<file path="src/rtl/adau1761_init_sequencer_if.sv">
// Command bus from the init sequencer to the ADAU1761 SPI configurator.
// The sequencer drives every signal; the configurator only listens.
interface adau1761_init_sequencer_if;
    logic [15:0] address;
    logic [7:0]  write_value;
    logic        write;
    logic        init;
    logic        read;

    modport master (
        output address,
        output write_value,
        output write,
        output init,
        output read
    );

    modport slave (
        input address,
        input write_value,
        input write,
        input init,
        input read
    );
endinterface

</file>
<file path="src/rtl/adau1761_init_sequencer.sv">
// Walks a (address, value) register table and feeds one SPI write per entry
// to the ADAU1761 configurator, with a reserved address for timed waits.
module adau1761_init_sequencer #(
    parameter int          NUM_ENTRIES    = 16,
    parameter int          GAP_CYCLES     = 40,
    parameter int          STARTUP_CYCLES = 128,
    parameter int          INIT_CYCLES    = 128,
    parameter int          DELAY_UNIT     = 1024,
    parameter logic [15:0] DELAY_ADDR     = 16'hFFFF,
    parameter bit          AUTO_START     = 1'b1
) (
    input  logic        clk,
    input  logic        reset,
    input  logic        start,
    output logic [7:0]  rom_addr,
    input  logic [23:0] rom_data,
    adau1761_init_sequencer_if.master cfg,
    output logic        busy,
    output logic        done,
    output logic        fault
);

    typedef enum logic [3:0] {
        STARTUP, IDLE, INIT, INIT_WAIT, FETCH,
        LATCH, ISSUE, GAP, DELAY, DONE
    } state_t;

    localparam bit BAD_SIZE = (NUM_ENTRIES < 1) || (NUM_ENTRIES > 256);
    localparam logic [7:0]  LAST_IDX     = BAD_SIZE ? 8'd0 : 8'(NUM_ENTRIES - 1);
    localparam logic [31:0] STARTUP_LAST = 32'(STARTUP_CYCLES - 1);
    localparam logic [31:0] INIT_LAST    = 32'(INIT_CYCLES - 1);
    localparam logic [31:0] GAP_LAST     = 32'(GAP_CYCLES - 1);
    localparam logic [31:0] UNIT         = 32'(DELAY_UNIT);

    state_t      state, state_n;
    logic [31:0] counter, counter_n;
    logic [7:0]  index, index_n;
    logic [15:0] addr_q, addr_n;
    logic [7:0]  value_q, value_n;
    logic        fault_q, fault_n;
    logic        adv, walk;

    always_ff @(posedge clk) begin
        if (reset) begin
            state   <= STARTUP;
            counter <= '0;
            index   <= '0;
            addr_q  <= '0;
            value_q <= '0;
            fault_q <= 1'b0;
        end else begin
            state   <= state_n;
            counter <= counter_n;
            index   <= index_n;
            addr_q  <= addr_n;
            value_q <= value_n;
            fault_q <= fault_n;
        end
    end

    always_comb begin
        state_n   = state;
        counter_n = counter;
        index_n   = index;
        addr_n    = addr_q;
        value_n   = value_q;
        fault_n   = fault_q;
        adv       = 1'b0;
        walk      = 1'b0;
        unique case (state)
            STARTUP: begin
                if (counter >= STARTUP_LAST) begin
                    counter_n = '0;
                    if (AUTO_START) walk = 1'b1;
                    else            state_n = IDLE;
                end else begin
                    counter_n = counter + 32'd1;
                end
            end
            IDLE, DONE: begin
                if (start) begin
                    state_n = INIT;
                    index_n = '0;
                end
            end
            INIT: begin
                state_n   = INIT_WAIT;
                counter_n = 32'd1;
            end
            INIT_WAIT: begin
                if (counter >= INIT_LAST) begin
                    counter_n = '0;
                    walk      = 1'b1;
                end else begin
                    counter_n = counter + 32'd1;
                end
            end
            FETCH: state_n = LATCH;
            LATCH: begin
                if (rom_data[23:8] == DELAY_ADDR) begin
                    if (rom_data[7:0] == 8'd0) begin
                        adv = 1'b1;
                    end else begin
                        counter_n = {24'd0, rom_data[7:0]} * UNIT;
                        state_n   = DELAY;
                    end
                end else begin
                    addr_n  = rom_data[23:8];
                    value_n = rom_data[7:0];
                    state_n = ISSUE;
                end
            end
            // the ISSUE cycle counts as the first cycle of the gap
            ISSUE: begin
                counter_n = 32'd1;
                state_n   = GAP;
            end
            GAP: begin
                if (counter >= GAP_LAST) adv = 1'b1;
                else                     counter_n = counter + 32'd1;
            end
            DELAY: begin
                if (counter <= 32'd1) adv = 1'b1;
                else                  counter_n = counter - 32'd1;
            end
            default: state_n = STARTUP;
        endcase

        if (walk) begin
            index_n = '0;
            fault_n = fault_q | BAD_SIZE;
            state_n = BAD_SIZE ? DONE : FETCH;
        end

        if (adv) begin
            counter_n = '0;
            if (index == LAST_IDX) begin
                state_n = DONE;
            end else begin
                index_n = index + 8'd1;
                state_n = FETCH;
            end
        end
    end

    assign rom_addr        = index;
    assign cfg.address     = addr_q;
    assign cfg.write_value = value_q;
    assign cfg.write       = (state == ISSUE);
    assign cfg.init        = (state == INIT);
    assign cfg.read        = 1'b0;
    assign busy            = (state != IDLE) && (state != DONE);
    assign done            = (state == DONE);
    assign fault           = fault_q;

endmodule

</file>
<file path="src/flat_wrapper.sv">
// flat-port wrapper written by rule: the top's interface ports become plain ports
module adau1761_init_sequencer_flat 
#(
    parameter int          NUM_ENTRIES    = 16,
    parameter int          GAP_CYCLES     = 40,
    parameter int          STARTUP_CYCLES = 128,
    parameter int          INIT_CYCLES    = 128,
    parameter int          DELAY_UNIT     = 1024,
    parameter logic [15:0] DELAY_ADDR     = 16'hFFFF,
    parameter bit          AUTO_START     = 1'b1
)
  (clk, reset, start, rom_addr, rom_data, busy, done, fault, cfg_address, cfg_write_value, cfg_write, cfg_init, cfg_read);
  adau1761_init_sequencer_if cfg_i ();
  input  logic clk;
  input  logic reset;
  input  logic start;
  output logic [7:0] rom_addr;
  input  logic [23:0] rom_data;
  output logic busy;
  output logic done;
  output logic fault;
  output wire logic [$bits(cfg_i.address)-1:0] cfg_address;
  output wire logic [$bits(cfg_i.write_value)-1:0] cfg_write_value;
  output wire logic [$bits(cfg_i.write)-1:0] cfg_write;
  output wire logic [$bits(cfg_i.init)-1:0] cfg_init;
  output wire logic [$bits(cfg_i.read)-1:0] cfg_read;
  assign cfg_address = cfg_i.address;
  assign cfg_write_value = cfg_i.write_value;
  assign cfg_write = cfg_i.write;
  assign cfg_init = cfg_i.init;
  assign cfg_read = cfg_i.read;
  adau1761_init_sequencer #(.NUM_ENTRIES(NUM_ENTRIES), .GAP_CYCLES(GAP_CYCLES), .STARTUP_CYCLES(STARTUP_CYCLES), .INIT_CYCLES(INIT_CYCLES), .DELAY_UNIT(DELAY_UNIT), .DELAY_ADDR(DELAY_ADDR), .AUTO_START(AUTO_START)) u_core (.clk(clk), .reset(reset), .start(start), .rom_addr(rom_addr), .rom_data(rom_data), .cfg(cfg_i), .busy(busy), .done(done), .fault(fault));
endmodule
</file>
<file path="config.mk">
export PLATFORM = sky130hd
export DESIGN_NAME = adau1761_init_sequencer_flat
export DESIGN_NICKNAME = d
export VERILOG_FILES = /design/src/rtl/adau1761_init_sequencer_if.sv /design/src/rtl/adau1761_init_sequencer.sv /design/src/flat_wrapper.sv
export SDC_FILE = /design/constraint.sdc
export NUM_CORES = 1
export LEC_CHECK = 0
export BUFFER_PORTS_ARGS = -buffer_cell sky130_fd_sc_hd__buf_4
export CORE_MARGIN = 10
export CORE_UTILIZATION = 40
export CTS_CLUSTER_SIZE = 12
export DETAILED_ROUTE_END_ITERATION = 10
export GPL_TIMING_DRIVEN = 0
export HOLD_SLACK_MARGIN = 0.15
export SLEW_MARGIN = 0
export SYNTH_ARGS = -nofsm -noshare
export SYNTH_HDL_FRONTEND = slang
export SYNTH_SLANG_ARGS = --single-unit
</file>
<file path="constraint.sdc">
create_clock -name clk -period 2.9 [get_ports clk]
set_input_delay 0 -clock clk [delete_from_list [all_inputs] [get_ports clk]]
set_output_delay 0 -clock clk [all_outputs]
set_load 0.05 [all_outputs]
</file>
# --- Word-level counts from Yosys, hierarchy flattened ---
# Cells that the tools add are included.
word_totals:
  regBits: 68
  latchBits: 0
  ramBits: 0
  rom_bits: 0
  in_bits: 27
  out_inout_bits: 38
  wordCells: 69
  memories: 0
classes:
  n_addsub: 3
  n_mul: 0
  n_div: 0
  magnitude_cmp: 3
  n_eq_ne: 20
  n_shift: 0
  n_mux: 25
  n_bitwise: 1
  n_reduce_logical: 12
ops:
  columns: ["cell", "count"]
  rows:
  - ["$mux W32", 5]
  - ["$pmux W32 S5", 1]
  - ["$mux W8", 5]
  - ["$add A32 B1 Y32 const B", 1]
  - ["$ge A32 B6 Y1 const B", 1]
  - ["$ge A32 B7 Y1 const B", 1]
  - ["$le A32 B1 Y1 const B", 1]
  - ["$sub A32 B1 Y32 const B", 1]
  - ["$mux W4", 6]
  - ["$pmux W4 S6", 1]
  - ["$eq A16 B16 Y1 const B", 1]
  - ["$eq A4 B3 Y1 const B", 4]
  - ["$add A8 B1 Y8 const B", 1]
  - ["$eq A4 B2 Y1 const B", 2]
  - ["$eq A4 B4 Y1 const B", 2]
  - ["$eq A8 B4 Y1 const B", 1]
  - ["$logic_not A8 Y1", 1]
  - ["$reduce_or A2 Y1", 4]
  - ["$mux W1", 6]
  - ["$ne A2 B2 Y1 const B", 3]
  - ["$ne A5 B3 Y1 const B", 1]
  - ["$reduce_and A5 Y1", 1]
  - ["$reduce_bool A5 Y1", 1]
  - ["$eq A4 B1 Y1 const B", 1]
  - ["12 further kinds", 12]

# --- Logic depth before layout (Yosys ltp) ---
depth:
  depth_word: 6
  ltp_mapped: 12
  depth_no_buf: 9

# --- Worst setup path after synthesis ---
# No wires, ideal clock.
synth_timing:
  path_type: "register to register"
  from: "register u_core.counter[2]"
  to: "register u_core.counter[23]"
  setup_time_ns: 0.066
  t_arrival_ns: 2.409
  required_ns: 2.834
  setup_slack_ns: 0.425
  path_stages_with_launch: 9
  n_path_buf: 2
  period_less_slack_ns: 2.475
  path_cell_list: "dfxtp_1 -> buf_6 -> or4_4 -> or4b_1 -> buf_2 -> nor3_4 -> nand2_2 -> or4_4 -> a21oi_2"
synth_between:
  elab_chain_len: 4
  word_cells_on_any_way: 16
  classes_between: "add/sub: 2; order compare: 3; eq/ne: 2; mux: 7; reduce/logical: 2"
synth_rtl:
  columns: ["item", "line_no", "source"]
  rows:
  - ["start, declared", "adau1761_init_sequencer.sv:36", "logic [31:0] counter, counter_n;"]
  - ["start signal, assigned", "adau1761_init_sequencer.sv:53", "counter <= counter_n;"]
  - ["$le A32 B1 Y1 / $ge A32 B6 Y1 (equally long branches)", "adau1761_init_sequencer.sv:123, adau1761_init_sequencer.sv:119", null]
  - ["$mux W1, on equally long branches", "adau1761_init_sequencer.sv:123, adau1761_init_sequencer.sv:119", null]
  - ["$pmux W1 S3", "adau1761_init_sequencer.sv:70", "unique case (state)"]
  - ["$reduce_or A2 Y1 (no source line)", null, null]
# Parallel ways exist; a longest one is shown, timed or not. The select of a mux whose other input is x is not followed.
# A chain may end at the register's enable or synchronous reset.

# --- Final worst setup path ---
layout_timing:
  from: "register u_core.counter[3]"
  to: "register u_core.counter[13]"
# The elaborated chain is that of the path after synthesis.

==> results.txt <==
* Compound-Gate Fraction of Synth Area: 21.38%
* Post-placement cell count: 729
- The run finished with clean final reports.
- STA classifies the critical path endpoint as a flop.
- Largest net degree at the start of global routing: 11
* Fill cell count: 915
- For this run, the share of the core covered by cells in the final layout is 53.15%.
- Share of post-route cells with drive strength above 1: 19.24%
- After global routing the overflow that remains totals 0.
- Most common flop cell mapped by yosys: dfxtp_1
* Clock tree from TritonCTS: built
- After floorplanning, the core was divided into 36 placement rows.
- Number of cells in the finished layout apart from fillers: 767
- Across all hold checks on the routed design, the worst slack comes to 0.1670 ns.
- Port buffering added 61 buffers.
- Via density per instance: 5.970
- Post-CTS setup buffer count: 0
- The top cell type by area accounts for 33.43% of the synthesized area.
- The max-slew violation count came to 0.
- The die covers 14620 um2.
* Remaining design rule violation count: 0
- Setup violations remaining at the end of the flow were counted as 0.
* Global-route wire length before repair: 22300 um
- Actual slew at the worst max-slew pin: 0.6843 ns
- Final cycle utilization of the critical path: 95.46%
* Synth Area in Adders: 1.229%
- Mean post-synth cell area: 7.627 um2
* Largest buffer count on any clock path: 2
- The worst pin sits at a relative slew slack of 53.96%.
- Via Count: 4579
- Inserted Clock Buffers: 9
- Timing would allow up to 361.2 MHz.
- The first routing iteration left 414 violations.
* Worst IR drop on VDD: 292.6 uV
- After clock tree synthesis, the clock-pin slew on the worst setup and hold paths is 0.08 ns.
- Combinational family with the most area after synthesis: simple AND/OR/NAND/NOR gates
* FFs w/ async S/R, synth: 0%
- The die is 120.9 um tall.
- After floorplanning, the core was sized to cover 9864 um2.
- The worst path needs 2.768 ns of the cycle, external delays included.
* Seq/Total Area, Yosys: 33.43%
- Top post-synthesis cells by count: nor2_1, dfxtp_1, a21oi_1
- Maximum clock skew at final layout: 0.01218 ns
* Worst Path Class, Setup: flop to flop
- The synthesized netlist occupies a cell area of 4073 um2.
- Width of the die: 120.9 um
* Crit start category: flop
- Relative to the synthesized area, the layout overhead comes to 28.73%.
- Of all nets on the critical path, the largest fanout is 10.
* Post-synthesis instance total: 534
- Once the floorplan was initialized, standard cells occupied 41.29% of the core.
* Later-pin clock latency in the skew report: 0.35 ns
- Summed over all cells, the static leakage comes to 2.010 nW.
* Required arrival time at the worst endpoint: 3.12 ns
* Main area contributors after synthesis: dfxtp_1, nor2_1, mux2i_1
- The clock net in this run drives a total of 68 sinks.
- Measured against the total synthesized area, the mux share comes to 6.175%.
- Final net count: 662
- The path class of the tightest hold or removal check is input port to flop.
- Antenna diode count: 0
- Setup TNS after final layout: 0 ns
* Overall Global Routing Usage: 18.62%
* Number of warnings printed during yosys synthesis: 0
- PD cells: 663.8 nW/um2
- Simple-gate share of the synthesized area: 31.12%
- Area of the multi-input gates: 2576 um2
- The initial antenna violation count is 0.
* Cell type with the largest total area after synthesis: dfxtp_1
- The final count of hold timing violations came to 0.
- For this run, the detailed router's first-pass iteration total came to 5.
- Arr. time, crit path: 2.99 ns
* Half-perimeter wire length of the detailed placement result: 9698 um
- Of the total synthesized cell area, the portion taken by XOR and XNOR cells is 1.075%.
- Post-synth EDFFs: 0
- Wirelength per Cell: 18.09 um
- Number of placed I/O pins: 65
- Placer's final routability congestion estimate: 0.8985
- Cell with the most instances after synthesis: nor2_1
* Maximum Capacitance Violations: 0
* Post-DRT Antenna Nets: 0
- CTS built an H-tree with a depth of 3.
* Total power draw: 3.480 mW
- Aggregate routed wire length: 13880 um
- In this run, synthesis produced a sequential element count of 68.
- The number of global-route vias before repair came to 4324.
* Reg area: 1361 um2
- Count of different cell masters after synthesis: 67
- The cell sitting at the root of the clock tree is a clkbuf_8.
[path summary, 6_finish.rpt]
kind,start,end,slack [ns],cells past startpoint
setup / recovery,u_core.counter[3],u_core.counter[13],0.13,8
hold / removal,start,u_core.rom_addr[6],0.17,5
setup reg to reg,u_core.counter[3],u_core.counter[13],0.13,8
hold reg to reg,u_core.cfg.address[12],u_core.cfg.address[12],0.50,2
[registers in the layout (all words and copies together) (netlist names)]
register and count:
u_core.cfg.address 16, u_core.cfg.write_value 8, u_core.counter 32, u_core.rom_addr 8, u_core.state 4
[critical path, cell delays in order (launching register included)]
cell and delay, ns:
dfxtp_1 0.30, clkbuf_1 0.20, or4_4 0.47, or4b_1 0.48, buf_2 0.20, nor2_1 0.21, mux2_2 0.37, a222oi_1 0.30
o21ai_0 0.12
[repair_timing]
item,4_1_cts,5_1_grt
pin swaps,0,0
gates resized for setup,9,24
gates cloned,0,0
endpoints found under the hold margin,32,0
hold buffers,25,0
endpoints found under the setup margin,29,60
[placed cells by master (no fill, tap or decap), types with 4 or more instances in the layout]
cell type	Yosys	layout
or3_1	6	6
nor3_1	25	21
buf_2	13	11
nand3b_1	5	5
dlygate4sd3_1	0	25
inv_1	5	5
mux2i_1	24	24
ha_1	4	4
nor2_1	69	67
nand4_1	13	13
clkbuf_8	0	11
nand2b_1	5	5
a32o_1	6	6
o21ai_0	40	40
dfxtp_1	68	68
clkbuf_1	26	20
and3_1	10	10
a22oi_1	4	4
and2_1	4	4
buf_4	2	65
a21oi_1	42	42
nor2b_1	5	5
nand3_1	25	25
nor4_1	13	10
clkbuf_2	1	4
nor3_2	0	4
or4_1	4	4
a31oi_1	5	5
nand2_1	40	38
[final cells by class]
class / count / share of cell area (%)
timing repair buffer: 86 / 13.51
multi-input combinational: 416 / 49.14
clock buffer: 12 / 2.959
sequential: 68 / 25.97
buffer: 45 / 4.224
clock inverter: 2 / 0.6683
inverter: 5 / 0.3580
tap: 133 / 3.174
[power by group]
part	switching (mW)	total, mW	internal [mW]	leakage (nW)
logic	1.08	1.63	0.548	1.36
clock network	0.368	0.803	0.434	0.0983
registers	0.0594	1.05	0.989	0.549
[kinds of logic after synthesis]
kind of cell	after synthesis
AND/OR/NAND/NOR	244
AO/OA/AOI/OAI	136
flip-flops	68
buffers and inverters	51
multiplexers	25
XOR/XNOR	5
adder cells (fa/ha/maj)	4
other	1
[routing by layer]
metal / vias to the layer above / part of all wire, % / track usage [%]
met2: 214 / 46 / 29.76
met5: - / 0 / 0
li1: 2174 / - / -
met4: 0 / 0.84 / 5.882
met1: 2178 / 43 / 23.26
met3: 13 / 10 / 5.863
[metrics by stage]
| stage | instance area [um2] | worst slack (ns) |
|---|---|---|
| after CTS | 5169 | 0.02582 |
| after detailed placement | 4701 | -0.4360 |
| after global routing | 5243 | -0.01445 |
| after global placement | 4701 | -0.4488 |
| after floorplan | 4076 | 0.4251 |
| final | 5243 | 0.1315 |
No activity file was read; power rests on OpenSTA's default activity.
